<file path="config.mk">
export PLATFORM = sky130hd
export DESIGN_NAME = mem_port_arbiter
export DESIGN_NICKNAME = d
export VERILOG_FILES = /design/src/rtl/mem_port_arbiter.sv
export SDC_FILE = /design/constraint.sdc
export NUM_CORES = 1
export LEC_CHECK = 0
export BUFFER_PORTS_ARGS = -buffer_cell sky130_fd_sc_hd__buf_4
export CORE_MARGIN = 5
export CORE_UTILIZATION = 48
export DETAILED_ROUTE_END_ITERATION = 8
export PLACE_DENSITY_LB_ADDON = 0.08
export SLEW_MARGIN = 10
export SYNTH_ARGS = -nofsm -noshare
export SYNTH_HDL_FRONTEND = slang
export SYNTH_SLANG_ARGS = --single-unit
</file>
<file path="constraint.sdc">
create_clock -name clk -period 6.9 [get_ports clk]
set_input_delay 1.38 -clock clk [delete_from_list [all_inputs] [get_ports clk]]
set_output_delay 1.38 -clock clk [all_outputs]
set_load 0.01 [all_outputs]
</file>
<file path="src/rtl/mem_port_arbiter.sv">
// Shares one single-port SRAM between IF-stage fetches and MEM-stage loads/stores.
// Define ARB_RR_EN for round-robin priority; the default build uses fixed DM-over-IM priority.
module mem_port_arbiter #(
  parameter int ADDR_WIDTH = 14,
  parameter int DATA_WIDTH = 32
) (
  input  logic                  clk,
  input  logic                  rst,
  input  logic                  im_req,
  input  logic [31:0]           im_addr,
  output logic                  im_rvalid,
  output logic [DATA_WIDTH-1:0] im_rdata,
  input  logic                  dm_req,
  input  logic                  dm_we,
  input  logic [3:0]            dm_wstrb,
  input  logic [31:0]           dm_addr,
  input  logic [DATA_WIDTH-1:0] dm_wdata,
  output logic                  dm_done,
  output logic [DATA_WIDTH-1:0] dm_rdata,
  output logic                  pipe_stall,
  output logic                  sram_cs,
  output logic                  sram_oe,
  output logic [3:0]            sram_web,
  output logic [ADDR_WIDTH-1:0] sram_a,
  output logic [DATA_WIDTH-1:0] sram_di,
  input  logic [DATA_WIDTH-1:0] sram_do
);

  typedef enum logic [1:0] {S_IDLE, S_ACC, S_RESP} state_t;
  typedef enum logic {OWN_IM = 1'b0, OWN_DM = 1'b1} owner_t;

  state_t                state, state_nxt;
  owner_t                owner, grant;
  logic                  grant_valid;
  logic                  dm_first;
  logic [ADDR_WIDTH-1:0] addr_q;
  logic                  we_q;
  logic [3:0]            wstrb_q;
  logic [DATA_WIDTH-1:0] wdata_q;
  logic                  im_pend, dm_pend;
  logic                  addr_unused;

  // A requester whose done pulse is showing this cycle is already served.
  assign im_pend    = im_req & ~im_rvalid;
  assign dm_pend    = dm_req & ~dm_done;
  assign pipe_stall = im_pend | dm_pend;

  assign addr_unused = ^{im_addr[31:ADDR_WIDTH+2], im_addr[1:0],
                         dm_addr[31:ADDR_WIDTH+2], dm_addr[1:0]};

`ifdef ARB_RR_EN
  owner_t last_q;

  always_ff @(posedge clk or posedge rst) begin
    if (rst)              last_q <= OWN_IM;
    else if (grant_valid) last_q <= grant;
  end

  assign dm_first = (last_q == OWN_IM);
`else
  assign dm_first = 1'b1;
`endif

  always_comb begin
    // NOTE: every output of this block gets a default first, so no path can infer a latch.
    state_nxt   = state;
    grant_valid = 1'b0;
    if (im_pend && dm_pend) grant = dm_first ? OWN_DM : OWN_IM;
    else                    grant = dm_pend  ? OWN_DM : OWN_IM;
    unique case (state)
      S_IDLE, S_RESP: begin
        grant_valid = im_pend | dm_pend;
        state_nxt   = grant_valid ? S_ACC : S_IDLE;
      end
      S_ACC:   state_nxt = S_RESP;
      default: state_nxt = S_IDLE;
    endcase
  end

  always_ff @(posedge clk or posedge rst) begin
    if (rst) begin
      state     <= S_IDLE;
      owner     <= OWN_IM;
      addr_q    <= '0;
      we_q      <= 1'b0;
      wstrb_q   <= '0;
      wdata_q   <= '0;
      im_rvalid <= 1'b0;
      dm_done   <= 1'b0;
      im_rdata  <= '0;
      dm_rdata  <= '0;
    end else begin
      // NOTE: non-blocking assignments so every register here sees pre-edge values.
      state     <= state_nxt;
      im_rvalid <= (state == S_ACC) && (owner == OWN_IM);
      dm_done   <= (state == S_ACC) && (owner == OWN_DM);
      if (grant_valid) begin
        owner <= grant;
        if (grant == OWN_DM) begin
          addr_q  <= dm_addr[ADDR_WIDTH+1:2];
          we_q    <= dm_we;
          wstrb_q <= dm_wstrb;
          wdata_q <= dm_wdata;
        end else begin
          addr_q  <= im_addr[ADDR_WIDTH+1:2];
          we_q    <= 1'b0;
          wstrb_q <= '0;
        end
      end
      // Read data is sampled as ACC closes; writes leave dm_rdata untouched.
      if (state == S_ACC && !we_q) begin
        if (owner == OWN_IM) im_rdata <= sram_do;
        else                 dm_rdata <= sram_do;
      end
    end
  end

  // SRAM pins decode only registered state, so an async reset drops them at once.
  assign sram_cs  = (state == S_ACC);
  assign sram_oe  = (state == S_ACC) && !we_q;
  assign sram_web = (state == S_ACC && we_q) ? ~wstrb_q : 4'hF;
  assign sram_a   = addr_q;
  assign sram_di  = wdata_q;

endmodule

</file>
==> run metrics, run 1 <==
slew margin rel. 30.7%; Skew-Pair Late Insertion Delay 510 ps; Initial DRC Count 117; Clock Sinks 120; antenna viol nets, final 0; fin crit share 48.0%; initial cell density of the core 48.6%; CTS max path bufs 2; dpl hpwl 8440 um; first-pass GRT wire length 17,900 um; Power Dens Cells 511 nW/um^2; overall routing resource usage 20.0%; Final Setup Violations 0; DRC 0; hold buffer count at cts 0; status finished, final reports clean; Final Critical Period 3310 ps; site row count 36; Max Cap Viol 0; RSZ-0062 raised after global routing false; htree depth 4; number of flops mapped to enable cells by yosys 0; post-CTS sizing 0; Port Buffers 219; pin count of the biggest net entering global routing 72; Final Cell Area 7030 sq um; # IOs 256; Distinct cells, synth 19; placed cells 625; Die Wd 109 um; die area 11,900 sq um; leak pwr 3.33 nW; Avg Inst Size Synth 16.6 sq um; syn_nets 420; TNS Setup 0 ps; total gr overflow 0; initial antenna violation count 0; setup ws final 3590 ps; WL/cell 17.5 um; CP max FO 17; cts bufs inserted 17; WP data required 5520 ps; post-synthesis register bit count 120; maximum vdd drop 0.271 mV; Antenna diodes 0; via count 3,182; FF-to-FF setup slack 4890 ps; biggest area consumer among synthesized cells dfrtp_1; Clock Skews 6.61 ps; Fin. Hold Viols 0; core area 9680 sq um; Placed Area 6430 sq um; FFs w/ async S/R, synth 100%; RePlAce Congestion 0.733; max-slew violation count 0; vias per cell 4.84; Mapped Cells 283; clk slew on worst S/H paths 50 ps; Min-Delay Path Class flop to flop; vias in the first global route 3,395; fraction of layout cells with a size suffix above 1 73.1%; kind of critical path input pin to output pin; Synth top area share 63.8%; CTS tree built; Overall Power 0.00359 W; Achievable Freq 0.302 GHz; CP arrival 1930 ps; Nets 648; Startpoint Class input pin; WL final 11,500 um; Mapped Area 4710 sq um; area grow syn2layout 49.2%; synth top area cells dfrtp_1, mux2_2, buf_6; drt first pass iters 4; number of post-CTS setup repair buffers 0; Least-Margin Pin Slew 1040 ps; Ys Warns 0; die height 109 um; CP endpoint kind output pin; Root Buffer clkbuf_8; fin cells 657; DP Worst Slack 3580 ps; prevailing post-synth register cell dfrtp_1; sequential area share after synthesis 63.8%
flip-flops by register name, indices dropped and copies added, names as in the netlist:
register / cells
owner: 1
dm_rdata: 32
im_rdata: 32
state: 2
dm_done: 1
sram_di: 32
sram_a: 14
we_q: 1
wstrb_q: 4
im_rvalid: 1
layout by cell type (no fill, tap or decap), drive strengths merged:
cell type,Yosys,final
inv,4,4
bufinv,0,3
nor2,3,3
and2,2,2
buf,13,222
clkinv,0,3
nor3,1,1
nand2,5,5
clkinvlp,0,6
dfrtp,120,120
a21o,2,2
nand2b,3,3
nor3b,1,1
mux2,124,124
a22o,5,5
clkbuf,0,20
path summary, 6_finish.rpt:
kind,cells after the start,startpoint,endpoint
worst max-delay path,4,dm_req,pipe_stall
worst min-delay path,1,im_rdata[24]$_DFFE_PP0P_,im_rdata[24]$_DFFE_PP0P_
worst max register to register,3,dm_done$_DFF_PP0_,sram_di[0]$_DFFE_PP0P_
worst min register to register,1,im_rdata[24]$_DFFE_PP0P_,im_rdata[24]$_DFFE_PP0P_
max in group asynchronous,3,rst,sram_a[9]$_DFFE_PP0P_
min in group asynchronous,2,rst,im_rdata[18]$_DFFE_PP0P_
synthesized netlist by cell type (2+ instances only):
master   instances
buf_4            5
nand2_1          5
a22o_1           5
mux2_1           2
inv_1            3
mux2_2         122
and2_1           2
dfrtp_1        120
nor2_1           3
buf_6            7
power breakdown:
| group | switching (W) | total [W] | internal [W] |
|---|---|---|---|
| Clock | 0.000305 | 0.000872 | 0.000566 |
| Sequential | 0.000197 | 0.00126 | 0.00107 |
| Combinational | 0.000600 | 0.00146 | 0.000855 |
| Total | 0.00110 | 0.00359 | 0.00249 |
final cells by class:
| type | instances | area, sq um |
|---|---|---|
| clock inverters | 12 | 150 |
| flip-flops and latches | 120 | 3000 |
| inverters | 4 | 17.5 |
| well taps | 133 | 166 |
| clock buffers | 20 | 445 |
| fillers | 691 | 2660 |
| repair buffers | 222 | 1670 |
| multi-input cells | 146 | 1580 |
worst max-delay path, cell delays in order:
cell and delay [ps]:
buf_4 120, nand2b_4 210, nand2_1 80, buf_4 150
logic make-up (layout without fill, tap and decap cells):
kind of cell           Yosys count  after routing  share of synthesized area (%)
AO/OA/AOI/OAI                    7              7                           1.41
buffers and inverters           17            258                           2.90
flip-flops                     120            120                           63.8
multiplexers                   124            124                           29.7
AND/OR/NAND/NOR                 15             15                           2.26
layer usage:
layer  vias to the layer above  part of all wire [%]  wire length (um)  track usage, %
met5                         -                     0                 0               0
met4                         0                   1.2               141            6.94
met3                        16                    12              1400            10.4
met2                       138                    50              5720            32.7
met1                      1571                    37              4260            22.5
li1                       1457                     -                 -               -
per-stage QoR:
| stage | hold slack [ps] | utilization (%) |
|---|---|---|
| 2_1_floorplan | 466 | - |
| 3_3_place_gp | 473 | 66.4 |
| 3_5_place_dp | 483 | 66.4 |
| 4_1_cts | 498 | 72.5 |
| 5_1_grt | 515 | 72.5 |
| 6_report | 494 | 72.5 |
No activity file was read; power rests on OpenSTA's default activity.
==> run 2, diff against run 1 <==
--- a/config.mk
+++ b/config.mk
@@ -7,7 +7,7 @@
 export LEC_CHECK = 0
 export BUFFER_PORTS_ARGS = -buffer_cell sky130_fd_sc_hd__buf_4
 export CORE_MARGIN = 5
-export CORE_UTILIZATION = 48
+export CORE_UTILIZATION = 40
 export DETAILED_ROUTE_END_ITERATION = 8
 export PLACE_DENSITY_LB_ADDON = 0.08
 export SLEW_MARGIN = 10
==> constraint.sdc (replaced) <==
create_clock -name clk -period 2.8 [get_ports clk]
set_input_delay 0.56 -clock clk [delete_from_list [all_inputs] [get_ports clk]]
set_output_delay 0.56 -clock clk [all_outputs]
set_load 0.01 [all_outputs]
==> run metrics, run 2 (synthesis results as in run 1) <==
CP max FO 6 (-11); first-pass GRT wire length 18,500 um (+3.6%); maximum vdd drop 0.669 mV (+150%); most common cell after layout, fill and taps aside buf_4; Overall Power 0.00904 W (+150%); htree depth 4 (unchanged); die area 14,000 sq um (+18%); TNS Setup 0 ps (unchanged); # IOs 256 (unchanged); Max Cap Viol 0 (unchanged); number of post-CTS setup repair buffers 0 (unchanged); setup ws final 679 ps (-2910 ps); CP endpoint kind output pin; total gr overflow 0 (unchanged); Skew-Pair Late Insertion Delay 400 ps (-110 ps); Die Wd 118 um (+8.7%); Min-Delay Path Class input pin to async pin; vias per cell 4.72 (-2.4%); Final Critical Period 2120 ps; Initial DRC Count 105 (-10%); Clock Sinks 120 (unchanged); site row count 39 (+8.3%); leak pwr 3.38 nW (+1.5%); fin crit share 75.7%; cell internal pwr 0.00632 W (+150%); Clock power frac 25.5% (+1.2 points); sw frac 30.1% (-0.64 points); Fin. Hold Viols 0 (unchanged); CP arrival 1560 ps (-370 ps); initial antenna violation count 0 (unchanged); Achievable Freq 0.471 GHz; RePlAce Congestion 0.725 (-1.1%); Startpoint Class flop; kind of critical path flop to output pin; cts bufs inserted 17 (unchanged); max-slew violation count 0 (unchanged); WP data required 2240 ps (-3280 ps); Sequential Power Share 34.4% (-0.8 points); initial cell density of the core 41.1% (-7.6 points); Gate power share 40.0% (-0.5 points); DP Worst Slack 935 ps (-2650 ps); Antenna diodes 0 (unchanged); area grow syn2layout 51.6%; fill cell count 870 (+26%); DRC 0 (unchanged); dpl hpwl 8670 um (+2.7%); most frequent cells in the layout buf_4, mux2_2, dfrtp_1, clkbuf_16; Clock Skews 8.26 ps (+1.65 ps); via count 3,161 (-0.66%); Port Buffers 219 (unchanged); drt first pass iters 4 (unchanged); fraction of layout cells with a size suffix above 1 73.2% (+0.10 points); switching pwr 0.00272 W (+150%); Nets 650 (+0.31%); die height 118 um (+8.7%); clk slew on worst S/H paths 50 ps (about the same); status finished, final reports clean; Least-Margin Pin Slew 695 ps (-342 ps); vias in the first global route 3,508 (+3.3%); WL/cell 17.5 um (about the same); CTS tree built; Power Dens Cells 1270 nW/um^2 (+150%); overall routing resource usage 16.8% (-3.3 points); CTS max path bufs 2 (unchanged); Final Setup Violations 0 (unchanged); slew margin rel. 53.6% (+23 points); core area 11,500 sq um (+18%); startpoint of the worst-slack reg-to-reg timing path state[0]$_DFF_PP0_; WL final 11,700 um (+1.9%); RSZ-0062 raised after global routing false; post-CTS sizing 0 (unchanged); antenna viol nets, final 0 (unchanged); hold buffer count at cts 0 (unchanged); pin count of the biggest net entering global routing 58 (-19%); Root Buffer clkbuf_16; Setup crit start state[0]$_DFF_PP0_
==> run 2: cell types whose count changed in the layout (fill, tap and decap cells not counted) <==
cell,previous run,this run
buf_12,0,3
clkinv_2,3,2
clkinv_4,0,2
clkinvlp_4,6,4
bufinv_16,3,4
inv_4,1,0
clkbuf_16,16,17
buf_4,222,221
==> run 2: worst max-delay path: stages, from the launching register on <==
cell and delay (ps):
dfrtp_1 440, nand2b_2 170, inv_1 120, and2_1 200
nand2_1 90, buf_4 150
==> run 2: area by class of cell <==
cell class / count / area, sq um / share of cell area, %
Clock buffer: 21 / 470 / 6.59
Clock inverter: 11 / 170 / 2.38
Timing Repair Buffer: 224 / 1720 / 24.1
Tap cell: 143 / 179 / 2.51
Inverter: 4 / 18.8 / 0.263
Multi-Input combinational cell: 146 / 1580 / 22.1
Sequential cell: 120 / 3000 / 42.1
==> run 2: worst paths after layout <==
kind / to / slack [ps] / depth (start not counted)
setup / recovery: sram_web[3] / 680 / 5
hold / removal: im_rdata[2]$_DFFE_PP0P_ / 270 / 2
setup reg to reg: dm_rdata[9]$_DFFE_PP0P_ / 1030 / 4
hold reg to reg: wstrb_q[1]$_DFFE_PP0P_ / 500 / 1
max in group asynchronous: dm_rdata[30]$_DFFE_PP0P_ / 1810 / 3
min in group clk: im_rdata[23]$_DFFE_PP0P_ / 380 / 2
==> run 2: metal layers <==
layer	wire, um	track usage, %	vias to the layer above
met1	4520	19.4	1526
met4	181	6.31	0
met3	1310	8.36	16
li1	-	-	1473
met5	0	0	-
met2	5720	26.9	146
==> run 2: power by group through the flow <==
stage	sequential (W)	clock [W]	combinational [W]
floorplan	0.00348	0	0.00153
global placement	0.00309	0	0.00364
detailed placement	0.00314	0	0.00370
finish	0.00311	0.00231	0.00362
global route	0.00324	0.00245	0.00390
CTS	0.00313	0.00236	0.00371
==> run 2: metrics by stage <==
stage / utilization, % / area (sq um) / cells / hold WS (ps)
2_1_floorplan: - / 4710 / 283 / 466
3_3_place_gp: 56.7 / 6500 / 637 / 473
3_5_place_dp: 56.7 / 6500 / 637 / 489
4_1_cts: 62.2 / 7140 / 669 / 277
5_1_grt: 62.2 / 7140 / 669 / 321
6_report: 62.2 / 7140 / 669 / 266
